==> config.mk <==
export PLATFORM = sky130hd
export DESIGN_NAME = entry_point_arbiter
export DESIGN_NICKNAME = d
export VERILOG_FILES = /design/src/rtl/entry_point_arbiter_pkg.sv /design/src/rtl/entry_point_arbiter_rr_priority_arbiter.sv /design/src/rtl/entry_point_arbiter.sv
export SDC_FILE = /design/constraint.sdc
export NUM_CORES = 1
export LEC_CHECK = 0
export CAP_MARGIN = 5
export CORE_ASPECT_RATIO = 0.8
export CORE_MARGIN = 3
export CORE_UTILIZATION = 33
export DETAILED_ROUTE_END_ITERATION = 8
export GPL_TIMING_DRIVEN = 0
export PLACE_DENSITY = 0.77
export SKIP_CTS_REPAIR_TIMING = 1
export SYNTH_ARGS = -nofsm -noshare
export SYNTH_HDL_FRONTEND = slang
export SYNTH_SLANG_ARGS = --single-unit
==> constraint.sdc <==
create_clock -name Clock -period 6.8 [get_ports Clock]
set_clock_uncertainty 0.05 [all_clocks]
set_input_delay 1.36 -clock Clock [delete_from_list [all_inputs] [get_ports Clock]]
set_output_delay 1.36 -clock Clock [all_outputs]
set_load 0.01 [all_outputs]
==> src/rtl/entry_point_arbiter_pkg.sv <==
// Shared definitions for the entry point arbiter: default widths, FSM state
// encodings and a small round-robin pointer helper.
// Optional feature macro: EPA_ZERO_ENTRY_CHECK_EN (zero entry point rejection).
package entry_point_arbiter_pkg;

    localparam int ROM_ADDRESS_WIDTH = 16;
    localparam int INSTRUCTION_WIDTH = 64;

    typedef enum logic [1:0] {
        ST_IDLE    = 2'd0,
        ST_FETCH   = 2'd1,
        ST_CAPTURE = 2'd2,
        ST_PRESENT = 2'd3
    } epa_state_t;

    // Index of the requester after 'id', wrapping at 'n'.
    function automatic int wrap_inc(input int id, input int n);
        return (id >= n - 1) ? 0 : id + 1;
    endfunction

endpackage

==> src/rtl/entry_point_arbiter_rr_priority_arbiter.sv <==
// Combinational round-robin winner selection: scans the request vector
// starting at 'ptr' and returns the first active requester as a one-hot
// grant plus its index.
module rr_priority_arbiter #(
    parameter int N   = 4,
    parameter int IDW = $clog2(N)
) (
    input  logic [N-1:0]   request,
    input  logic [IDW-1:0] ptr,
    output logic [N-1:0]   grant,
    output logic [IDW-1:0] index,
    output logic           valid
);

    // Rotating priority scan; the first hit from ptr onward wins.
    always_comb begin : pick
        int j;
        grant = '0;
        index = '0;
        valid = 1'b0;
        j     = 0;
        for (int i = 0; i < N; i++) begin
            j = int'(ptr) + i;
            if (j >= N) j = j - N;
            if (!valid && request[j]) begin
                valid    = 1'b1;
                grant[j] = 1'b1;
                index    = IDW'(j);
            end
        end
    end

endmodule

==> src/rtl/entry_point_arbiter.sv <==
// Entry point arbiter: grants one requester round-robin, reads its initial
// code address from instruction memory and offers the fetched entry point to
// the IFU until acknowledged.
// Handshake: oEntryValid stays high with oEntryPoint stable until a cycle with
// iIFU_Ack high; that cycle completes the transfer. iIFU_Ack is ignored in
// every other state.
// Optional feature macro: EPA_ZERO_ENTRY_CHECK_EN -- a fetched entry point of 0
// pulses oEntryError in CAPTURE and returns to IDLE without presenting.
module entry_point_arbiter
    import entry_point_arbiter_pkg::*;
#(
    parameter int NUM_REQ = 4,
    parameter int AW      = ROM_ADDRESS_WIDTH,
    parameter int IW      = INSTRUCTION_WIDTH
) (
    input  logic                       Clock,
    input  logic                       Reset,
    input  logic [NUM_REQ-1:0]         iRequest,
    input  logic [NUM_REQ*AW-1:0]      iCodeAddress,
    output logic [NUM_REQ-1:0]         oGrant,
    output logic                       oIMemRead,
    output logic [AW-1:0]              oIMemAddr,
    input  logic [IW-1:0]              iIMemInput,
    output logic [AW-1:0]              oEntryPoint,
    output logic                       oEntryValid,
    input  logic                       iIFU_Ack,
    output logic [$clog2(NUM_REQ)-1:0] oRequesterId,
    output logic                       oBusy,
    output logic                       oEntryError,
    output epa_state_t                 oState
);

    localparam int IDW = $clog2(NUM_REQ);

    epa_state_t         state, next_state;
    logic [AW-1:0]      addr_q;
    logic [AW-1:0]      entry_q;
    logic [IDW-1:0]     id_q;
    logic [IDW-1:0]     rr_ptr;
    logic [IDW-1:0]     next_ptr;
    logic [IDW-1:0]     win_idx;
    logic [NUM_REQ-1:0] win_grant;
    logic               win_valid;
    logic               zero_entry;
    logic               unused_imem_bits;

    rr_priority_arbiter #(
        .N   (NUM_REQ),
        .IDW (IDW)
    ) u_arb (
        .request (iRequest),
        .ptr     (rr_ptr),
        .grant   (win_grant),
        .index   (win_idx),
        .valid   (win_valid)
    );

    // Only the low AW bits of an instruction word carry the entry point.
    assign unused_imem_bits = ^iIMemInput[IW-1:AW];

    assign next_ptr = IDW'(wrap_inc(int'(id_q), NUM_REQ));

`ifdef EPA_ZERO_ENTRY_CHECK_EN
    assign zero_entry = (iIMemInput[AW-1:0] == '0);
`else
    assign zero_entry = 1'b0;
`endif

    // State register.
    always_ff @(posedge Clock or negedge Reset) begin
        if (!Reset) state <= ST_IDLE;
        else        state <= next_state;
    end

    // Next-state and Moore/Mealy outputs; grant is masked while in reset.
    always_comb begin
        next_state  = state;
        oGrant      = '0;
        oIMemRead   = 1'b0;
        oIMemAddr   = '0;
        oEntryValid = 1'b0;
        oEntryError = 1'b0;
        oBusy       = (state != ST_IDLE);
        case (state)
            ST_IDLE: begin
                if (Reset) oGrant = win_grant;
                if (win_valid) next_state = ST_FETCH;
            end
            ST_FETCH: begin
                oIMemRead  = 1'b1;
                oIMemAddr  = addr_q;
                next_state = ST_CAPTURE;
            end
            ST_CAPTURE: begin
                oEntryError = zero_entry;
                next_state  = zero_entry ? ST_IDLE : ST_PRESENT;
            end
            ST_PRESENT: begin
                oEntryValid = 1'b1;
                if (iIFU_Ack) next_state = ST_IDLE;
            end
            default: next_state = ST_IDLE;
        endcase
    end

    // Transaction datapath: latch winner, capture entry point, advance pointer.
    always_ff @(posedge Clock or negedge Reset) begin
        if (!Reset) begin
            addr_q  <= '0;
            id_q    <= '0;
            entry_q <= '0;
            rr_ptr  <= '0;
        end else begin
            if (state == ST_IDLE && win_valid) begin
                addr_q <= iCodeAddress[int'(win_idx)*AW +: AW];
                id_q   <= win_idx;
            end
            if (state == ST_CAPTURE) begin
                entry_q <= iIMemInput[AW-1:0];
            end
            if ((state == ST_PRESENT && iIFU_Ack) || (state == ST_CAPTURE && zero_entry)) begin
                rr_ptr <= next_ptr;
            end
        end
    end

    assign oEntryPoint  = entry_q;
    assign oRequesterId = id_q;
    assign oState       = state;

endmodule
==> flow_summary_export.csv <==
group,metric,value,unit
synth,ys_seq_area_share,37.6,%
run_status,outcome,"complete, no violations",
drt,dr.pass1.iters,4,
synth,synth-simple-area-share,12.3,%
floorplanning,core,7160,µm²
flow_run,maxCapViolations,0,
critical_path,reg2reg_from,"rr_ptr[0]",
sta,setup_viol,0,
sta,hold_slack,434,ps
sta,hold_violations,0,
floorplanning,rows,27,
sta,slew_violations,0,
sta,slew_headroom,50.6,%
drt,vias,2280,
synth,syn_area,2530,µm²
critical_path,arrival,3720,ps
layout,finalNonFillerCells,462,
grt,grt_first_pass_wirelength,12400,µm
floorplanning,io_pins,179,
hold_path,hp-class,"reg2reg",
layout,syn_to_final_growth,59.6,%
cts,cts_buffer_depth,2,
sta,clock.fmax,195,MHz
placement,hpwl,5980,µm
grt,grt_max_degree,40,
cts,path_clk_slew,70,ps
grt,antenna_found_initial,0,
critical_path,crit_path_cell_trace,"clkdlybuf4s50_1 > mux4_2 > nor2b_4 > a22oi_1 > nor2_1 > a221oi_1 > nor2_1 > clkdlybuf4s50_1",
synth,yosysWarnings,0,
drt,wl_per_cell,16.4,µm
critical_path,crit_start,"iRequest[1]",
synth,synthFlopType,"dfrtp_1",
grt,grt_overflow,0,
synth,synthCells,224,
cts,cts-buffers-inserted,5,
sta,setup_tns,0,ps
critical_path,cp-start-kind,"input pin",
cts,cts_tree,"yes",
synth,avgSynthCellArea,11.3,µm²
layout,diodes,0,
critical_path,cp_max_fo,9,
hold_path,hp-start,"addr_q[14]",
cts,cts.sinks,38,
critical_path,critPathRequiredTime,5390,ps
synth,ys_ff_latch,38,
drt,vias_per_cell,4.94,
sta,setup_ws,1670,ps
synth,synth_cell_types,37,
drt,drc,0,
synth,synth-compound-area-share,15.0,%
drt,ant_nets,0,
placement,post-place-cells,455,
placement,portBuffers,129,
floorplanning,initial_core_util,35.3,%
power_and_ir_drop,total_leakage_power,1.75,nW
grt,grt_pass1_vias,2464,
sta,fin_crit_sh,75.4,%
floorplanning,die_h,84.3,µm
critical_path,path_class,"in2out",
drt,drt_wl_total,7580,µm
critical_path,crit_path_end_kind,"primary output",
grt,track_usage,17.3,%
sta,fin_crit,5130,ps
synth,synthMuxAreaShare,24.0,%
synth,synth-edff-count,0,
synth,synth_fa_ha_area_share,4.45,%
critical_path,worst_path_max_delay_cell,"mux4_2",
synth,synthXorXnorAreaFrac,0,%
floorplanning,die_area,8760,µm²
placement,gp_congestion,0.800,
placement,pre_cts_ws,1700,ps
power_and_ir_drop,ir_drop,0.000242,V
sta,worst_pin_slew,720,ps
sta,rsz0062_at_grt,"false",
synth,async_flop_share,100,%
cts,htree_levels,2,
critical_path,slowest_delay,610,ps
synth,synth_top_family_by_area,"multiplexers",
synth,synth_nets,368,
power_and_ir_drop,p_per_area,422,nW/µm²
layout,final_layout_size_suffix_gt1_share,14.7,%
cts,cts-root-buf,"clkbuf_8",
floorplanning,die_x,104,µm
layout,nets,505,
drt,drtIter0Drc,78,
cts,clkLatencyLatePin,280,ps
cell usage after synthesis, types with 4 or more instances:
cell type / count / share of area (%)
mux2_2: 17 / 7.6
a221oi_1: 4 / 1.4
nor2_1: 10 / 1.5
inv_1: 5 / 0.74
nand2_1: 23 / 3.4
mux2i_1: 37 / 15
and2_1: 16 / 4.0
a22oi_1: 4 / 1.2
dfrtp_1: 38 / 38
buf_4: 5 / 1.5
o221ai_1: 6 / 2.1
o221ai_2: 10 / 5.9
buf_6: 6 / 2.7
ha_1: 9 / 4.5
where the power goes:
part | switching, W | internal (W) | total [W]
Clock | 0.0000747 | 0.0000706 | 0.000145
Combinational | 0.000537 | 0.000612 | 0.00115
Sequential | 0.0000650 | 0.000343 | 0.000408
Total | 0.000677 | 0.00103 | 0.00170
metrics by stage:
step	util [%]	area [µm²]	total power, W
final	56.4	4040	0.00170
after CTS	56.4	4040	0.00173
after detailed placement	55.3	3960	0.00157
after global placement	55.1	3950	0.00154
after global routing	56.4	4040	0.00184
after floorplan	-	2530	0.00114
worst paths after layout:
| kind | endpoint | slack [ps] | cells after the start |
|---|---|---|---|
| worst max register to register | addr_q[11] | 3780 | 12 |
| worst min-delay path | addr_q[14] | 430 | 2 |
| worst min register to register | addr_q[14] | 430 | 2 |
| max in group asynchronous | addr_q[11] | 5510 | 2 |
| min in group asynchronous | addr_q[8] | 970 | 2 |
| worst max-delay path | oGrant[1] | 1670 | 8 |
layout by cell type (no fill, tap or decap), types with 9 or more instances in the layout:
master	synthesis	final
o221ai_2	10	10
nor2_1	10	10
mux2i_1	37	37
nand2_1	23	23
mux2_2	17	17
ha_1	9	9
clkdlybuf4s50_1	0	128
dfrtp_1	38	38
and2_1	16	16
worst max-delay path, delay by kind of cell:
kind,cells,cell delay [ps]
buffers and inverters,2,1100
muxes,1,610
and+or+nand+nor,3,470
AOI/OAI and AO/OA,2,180
per-layer routing:
| layer | track usage (%) | up-vias | wire [µm] |
|---|---|---|---|
| met3 | 6.69 | 6 | 775 |
| met2 | 28.1 | 118 | 3410 |
| li1 | - | 1088 | - |
| met1 | 22.2 | 1068 | 3350 |
| met4 | 2.90 | 0 | 38 |
| met5 | 0 | - | 0 |
flip-flops by register name, indices dropped and copies added (netlist names):
name and flops:
addr_q 16, oEntryPoint 16, oRequesterId 2, oState 2, rr_ptr 2
logic make-up after synthesis:
group           count (synthesis)
simple gates                   61
mux                            56
compound gates                 38
flops                          38
buf+inv                        21
fa+ha+maj                       9
other cells                     1
final cells by class:
cell class / count / area [µm²]
Inverter: 5 / 18.8
Sequential cell: 38 / 951
Multi-Input combinational cell: 165 / 1420
Tap cell: 101 / 126
Clock buffer: 7 / 76.3
Timing Repair Buffer: 130 / 1310
Fill cell: 644 / 3120
Buffer: 16 / 145
(Power assumes the default switching activity.)
